$ cat config.mk
export PLATFORM = sky130hd
export DESIGN_NAME = lif_array_integrator
export DESIGN_NICKNAME = d
export VERILOG_FILES = /design/src/rtl/lif_array_integrator.sv
export SDC_FILE = /design/constraint.sdc
export NUM_CORES = 2
export LEC_CHECK = 0
export ABC_AREA = 1
export CORE_MARGIN = 2
export CORE_UTILIZATION = 40
export DETAILED_ROUTE_END_ITERATION = 16
export SYNTH_ARGS = -nofsm -noshare
export SYNTH_HDL_FRONTEND = slang
export SYNTH_SLANG_ARGS = --single-unit
$ cat constraint.sdc
create_clock -name clk -period 11.8 [get_ports clk]
set_input_delay 3.54 -clock clk [delete_from_list [all_inputs] [get_ports clk]]
set_output_delay 3.54 -clock clk [all_outputs]
set_load 0.005 [all_outputs]
$ cat src/rtl/lif_array_integrator.sv
// rtl/lif_array_integrator.sv - time-multiplexed leaky integrate-and-fire neuron array, 4-stage pipeline
module lif_array_integrator #(
    parameter int WIDTH     = 25,
    parameter int DECAY_W   = 14,
    parameter int FRAC      = 12,
    parameter int N_NEURONS = 16,
    parameter int REF_W     = 4,
    localparam int IDX_W    = (N_NEURONS > 1) ? $clog2(N_NEURONS) : 1
) (
    input  logic                      clk,
    input  logic                      rst,
    input  logic                      in_valid,
    output logic                      in_ready,
    input  logic [IDX_W-1:0]          in_idx,
    input  logic signed [WIDTH-1:0]   stimulus,
    input  logic signed [DECAY_W-1:0] decay,
    input  logic signed [WIDTH-1:0]   threshold,
    input  logic [REF_W-1:0]          refractory,
    input  logic                      detection,
    input  logic                      reset_mode,
    input  logic                      clear,
    output logic                      out_valid,
    output logic [IDX_W-1:0]          out_idx,
    output logic                      spike,
    output logic signed [WIDTH-1:0]   v_out
);

    localparam int PW = WIDTH + DECAY_W - 1;
    localparam logic [WIDTH-1:0] V_MAX = {1'b0, {(WIDTH-1){1'b1}}};
    localparam logic [WIDTH-1:0] V_MIN = {1'b1, {(WIDTH-1){1'b0}}};
    localparam logic [PW-1:0] ROUND_BIAS = PW'((1 << FRAC) - 1);

    function automatic logic [WIDTH-1:0] sat(input logic [WIDTH:0] x);
        if (x[WIDTH] != x[WIDTH-1]) return x[WIDTH] ? V_MIN : V_MAX;
        return x[WIDTH-1:0];
    endfunction

    logic signed [WIDTH-1:0] mem_v   [N_NEURONS];
    logic [REF_W-1:0]        mem_ref [N_NEURONS];

    logic                      s1_valid, s2_valid, s3_valid, s4_valid;
    logic [IDX_W-1:0]          s1_idx, s2_idx, s3_idx, s4_idx;
    logic signed [WIDTH-1:0]   s1_stim, s2_stim, s3_stim;
    logic signed [DECAY_W-1:0] s1_decay, s2_decay;
    logic signed [WIDTH-1:0]   s1_thr, s2_thr, s3_thr, s4_thr;
    logic [REF_W-1:0]          s1_refr, s2_refr, s3_refr, s4_refr;
    logic [REF_W-1:0]          s2_ref, s3_ref, s4_ref;
    logic                      s1_det, s2_det, s3_det, s4_det;
    logic                      s1_mode, s2_mode, s3_mode, s4_mode;
    logic signed [WIDTH-1:0]   s2_v, s4_sum;
    logic [PW-1:0]             s3_p;

    logic                      accept;
    logic [PW-1:0]             prod;
    logic [PW-1:0]             p_biased;
    logic [WIDTH-1:0]          d;
    logic [WIDTH:0]            sum_wide;
    logic [WIDTH:0]            sub_wide;
    logic                      fire;
    logic signed [WIDTH-1:0]   v_new;
    logic [REF_W-1:0]          ref_new;
    logic                      unused_p;

    // Stall while the requested neuron is anywhere in flight; no forwarding path exists.
    always_comb begin
        in_ready = !clear;
        if (s1_valid && s1_idx == in_idx) in_ready = 1'b0;
        if (s2_valid && s2_idx == in_idx) in_ready = 1'b0;
        if (s3_valid && s3_idx == in_idx) in_ready = 1'b0;
        if (s4_valid && s4_idx == in_idx) in_ready = 1'b0;
    end

    assign accept = in_valid && in_ready;

    assign prod = {{(PW-WIDTH){s2_v[WIDTH-1]}}, s2_v}
                * {{(PW-DECAY_W){s2_decay[DECAY_W-1]}}, s2_decay};

    // Biasing negative products before the arithmetic shift gives truncation toward zero.
    assign p_biased = s3_p + (s3_p[PW-1] ? ROUND_BIAS : '0);
    assign d        = p_biased[FRAC +: WIDTH];
    assign sum_wide = {d[WIDTH-1], d} + {s3_stim[WIDTH-1], s3_stim};
    assign unused_p = ^p_biased;

    always_comb begin
        fire     = s4_det && (s4_ref == '0) && (s4_sum >= s4_thr);
        sub_wide = {s4_sum[WIDTH-1], s4_sum} - {s4_thr[WIDTH-1], s4_thr};
        v_new    = s4_sum;
        ref_new  = (s4_ref != '0) ? s4_ref - REF_W'(1) : '0;
        if (fire) begin
            v_new   = s4_mode ? sat(sub_wide) : '0;
            ref_new = s4_refr;
        end
    end

    always_ff @(posedge clk or negedge rst) begin
        if (!rst) begin
            for (int i = 0; i < N_NEURONS; i++) begin
                mem_v[i]   <= '0;
                mem_ref[i] <= '0;
            end
        end else if (clear) begin
            for (int i = 0; i < N_NEURONS; i++) begin
                mem_v[i]   <= '0;
                mem_ref[i] <= '0;
            end
        end else if (s4_valid) begin
            mem_v[s4_idx]   <= v_new;
            mem_ref[s4_idx] <= ref_new;
        end
    end

    always_ff @(posedge clk or negedge rst) begin
        if (!rst) begin
            {s1_valid, s2_valid, s3_valid, s4_valid} <= '0;
            {s1_idx, s2_idx, s3_idx, s4_idx}         <= '0;
            {s1_stim, s2_stim, s3_stim}              <= '0;
            {s1_decay, s2_decay}                     <= '0;
            {s1_thr, s2_thr, s3_thr, s4_thr}         <= '0;
            {s1_refr, s2_refr, s3_refr, s4_refr}     <= '0;
            {s2_ref, s3_ref, s4_ref}                 <= '0;
            {s1_det, s2_det, s3_det, s4_det}         <= '0;
            {s1_mode, s2_mode, s3_mode, s4_mode}     <= '0;
            s2_v      <= '0;
            s3_p      <= '0;
            s4_sum    <= '0;
            out_valid <= 1'b0;
            out_idx   <= '0;
            spike     <= 1'b0;
            v_out     <= '0;
        end else begin
            s1_valid <= accept;
            s2_valid <= s1_valid && !clear;
            s3_valid <= s2_valid && !clear;
            s4_valid <= s3_valid && !clear;
            out_valid <= s4_valid && !clear;
            if (accept) begin
                s1_idx   <= in_idx;
                s1_stim  <= stimulus;
                s1_decay <= decay;
                s1_thr   <= threshold;
                s1_refr  <= refractory;
                s1_det   <= detection;
                s1_mode  <= reset_mode;
            end
            s2_idx   <= s1_idx;
            s2_v     <= mem_v[s1_idx];
            s2_ref   <= mem_ref[s1_idx];
            s2_stim  <= (mem_ref[s1_idx] != '0) ? '0 : s1_stim;
            s2_decay <= s1_decay;
            s2_thr   <= s1_thr;
            s2_refr  <= s1_refr;
            s2_det   <= s1_det;
            s2_mode  <= s1_mode;
            s3_idx   <= s2_idx;
            s3_p     <= prod;
            s3_stim  <= s2_stim;
            s3_ref   <= s2_ref;
            s3_thr   <= s2_thr;
            s3_refr  <= s2_refr;
            s3_det   <= s2_det;
            s3_mode  <= s2_mode;
            s4_idx   <= s3_idx;
            s4_sum   <= sat(sum_wide);
            s4_ref   <= s3_ref;
            s4_thr   <= s3_thr;
            s4_refr  <= s3_refr;
            s4_det   <= s3_det;
            s4_mode  <= s3_mode;
            if (s4_valid && !clear) begin
                out_idx <= s4_idx;
                spike   <= fire;
                v_out   <= v_new;
            end
        end
    end

endmodule
==> reports/results.tsv <==
stage	metric	value	unit
clock_network	CTS Root Cell	clkbuf_16	
drt	first drt pass iteration count	5	
logic_synthesis	Gate Count Post-Synth	6067	
clock_network	CTS clock-pin slew for the worst setup and hold paths	60	ps
logic_synthesis	share of the synthesized area in the top cell type	42.0	%
timing	min Tclk post-route	9160	ps
cells_and_area	n_diodes	0	
worst_setup_path	Critical Path RT	8260	ps
timing	Final WS setup	2640	ps
worst_setup_path	Startpoint Class	input pin	
timing	Post-Route Setup TNS	0	ps
floorplanning	Std-Cell Rows	129	
drt	Routed WL per cell	18.4	µm
logic_synthesis	ys async rst share	100	%
placement	GP Congestion	0.908	
timing	slew of the pin with the lowest slew margin	1120	ps
floorplanning	die area	0.128	mm²
cells_and_area	max FFs per register	400	
timing	Slew Limit Headroom	25.2	%
timing	Fin. Hold Viols	0	
placement	Inst Count DP	7554	
cells_and_area	area grow syn2layout	10.8	%
cells_and_area	# nets final	6563	
worst_setup_path	CP Max Fanout	6	
clock_network	Clock Latency Late Sink	720	ps
global_route	gr ovfl total	0	
cells_and_area	FILL cells	12148	
logic_synthesis	dominant cell type by area after synthesis	dfrtp_1	
drt	Post-DRT Antenna Nets	0	
clock_network	cts bufs inserted	91	
floorplanning	core area	0.124	mm²
clock_network	CTS tree	done	
worst_setup_path	worst r2r src	s2_decay[4]$_DFF_PN0_	
logic_synthesis	sequential fraction of the synthesis area	42.0	%
placement	port bufs	109	
timing	fmax	0.109	GHz
drt	drt initial violations	3140	
floorplanning	die width	358	µm
worst_setup_path	crit path DAT	5620	ps
clock_network	cts hold-fix bufs	0	
logic_synthesis	register bit count reported by yosys	842	
cells_and_area	Reg area	0.0211	mm²
global_route	global-route wire length before repair	226000	µm
cells_and_area	share of cells above drive strength 1	4.94	%
run	Max-cap violations	0	
timing	Min Hold Slack	340	ps
logic_synthesis	Synth Cell Area	0.0502	mm²
floorplanning	Initial Utilization	40.5	%
logic_synthesis	main area contributors after synthesis	dfrtp_1 (42%), nand2_1 (14%), fa_1 (13%)	
cells_and_area	largest registers	mem_v (400), mem_ref (64), s3_p (38)	
cells_and_area	Non-Filler Instances	7712	
global_route	Total GRT Usage	22.5	%
worst_setup_path	CP startpoint	in_idx[2]	
worst_setup_path	critical path endpoint	in_ready	
worst_setup_path	kind of end point of the critical path	primary output	
global_route	vias in the first global route	39548	
drt	total number of vias	39661	
drt	Vias/cell	5.14	
logic_synthesis	post-synth cell types	49	
clock_network	post_cts resized	0	
floorplanning	io pins	110	
worst_setup_path	setup slack, reg-to-reg	5390	ps
logic_synthesis	Synth Flop Type	dfrtp_1	
timing	final setup fails	0	
floorplanning	Die H	358	µm
placement	post-DP HPWL	94200	µm
logic_synthesis	yosys warns	0	
drt	Total Routed Length	142000	µm
cells_and_area	Largest Register	mem_v	
placement	dpl ws	2650	ps
logic_synthesis	Syn Area/Cell	8.28	µm²
clock_network	maximum clock insertion buffer count	3	
clock_network	# Post-CTS Setup Buffers	0	
global_route	largest net degree at the start of global routing	176	
timing	period utilization	77.6	%
timing	worst clock skew	54.7	ps
clock_network	htree depth	3	
global_route	initial antenna violation count	2	
clock_network	clk sink count	842	
drt	drt drc	0	
timing	RSZ-0062 raised after global routing	false	
worst_setup_path	FF-to-FF path depth	18	
cells_and_area	multi-input logic area	0.0245	mm²
worst_setup_path	WS Path Type	in2out	
worst_setup_path	r2r endpoint	s3_p[25]$_DFF_PN0_	
logic_synthesis	Post-Syn Nets	6620	
timing	Final Max Slew Viols	0	
run_status	outcome	finished clean	
min_path	Worst Hold Class	reg2reg	
logic_synthesis	Post-synth EDFFs	0	
==> metal layers <==
metal  up-vias  share of wire (%)  GRT usage, %
li1      18637                  -             -
met1     19612                 44          31.3
met5         -                  0             0
met2      1189                 47          36.8
met4         0                2.8          6.97
met3       223                6.2          2.95
==> synth_stat cells (6+ instances only) <==
cell and number:
o221ai_1 17, nor4_1 7, or2_2 8, a21oi_1 262, nand3_1 306, ha_1 151, nor2_1 263, fa_1 324
a21o_1 6, nand2_1 1861, buf_1 16, clkbuf_1 239, xnor2_1 51, nand2_2 21, o22ai_1 55, nor3_1 22
buf_2 28, dfrtp_1 842, nand2_4 12, a31oi_1 11, buf_6 14, o21ai_0 478, nand3_2 14, o211ai_1 21
nand4_1 23, xor2_1 52, o21bai_1 13, inv_1 887, buf_4 18
==> placed cells by master (no fill, tap or decap), types with 55 or more instances in the layout <==
master           instances
nand2_1               1860
inv_1                  887
dfrtp_1                839
o21ai_0                478
fa_1                   324
nand3_1                305
a21oi_1                259
nor2_1                 247
ha_1                   151
clkdlybuf4s50_1        108
clkbuf_16               92
o22ai_1                 55
==> worst max-delay path, cell delays in order <==
cell             delay (ps)
clkdlybuf4s50_1         640
xnor2_1                 160
o211ai_1                100
a2111oi_0               590
nor4_1                  120
clkdlybuf4s50_1         480
==> per-stage QoR <==
step                cell area, µm²  util, %
floorplan                    50200        -
global placement             52600     42.4
detailed placement           52600     42.4
CTS                          55600     44.8
global route                 55600     44.8
finish                       55600     44.8
==> kinds of logic after synthesis <==
logic type / after synthesis / share of synthesized area, %
compound gates: 886 / 9.48
xor+xnor: 103 / 1.80
fa+ha+maj: 475 / 16.7
buf+inv: 1212 / 9.47
flops: 842 / 42.0
simple gates: 2549 / 20.6
==> layout make-up <==
class                   instances  area share (%)
repair buffers                165            2.81
flip-flops and latches        842            37.9
clock inverters                32           0.800
inverters                     897            6.07
clock buffers                 126            4.73
well taps                    1637            3.68
multi-input cells            4013            44.0
==> worst min-delay path by stage <==
| stage | end | slack [ps] | cells past startpoint | from |
|---|---|---|---|---|
| after global routing | s4_thr[17]$_DFF_PN0_ | 350 | 0 | s3_thr[17]$_DFF_PN0_ |
| after detailed placement | s3_ref[0]$_DFF_PN0_ | 330 | 0 | s2_ref[0]$_DFF_PN0_ |
| after floorplan | s3_det$_DFF_PN0_ | 330 | 0 | s2_det$_DFF_PN0_ |
| after global placement | s4_ref[1]$_DFF_PN0_ | 330 | 0 | s3_ref[1]$_DFF_PN0_ |
| final | s4_thr[13]$_DFF_PN0_ | 340 | 0 | s3_thr[13]$_DFF_PN0_ |
| after CTS | s4_thr[13]$_DFF_PN0_ | 340 | 0 | s3_thr[13]$_DFF_PN0_ |
Power is left out: the tool's default activity adds up to more than one toggle a clock period on the data nets, which glitch-free logic cannot reach.
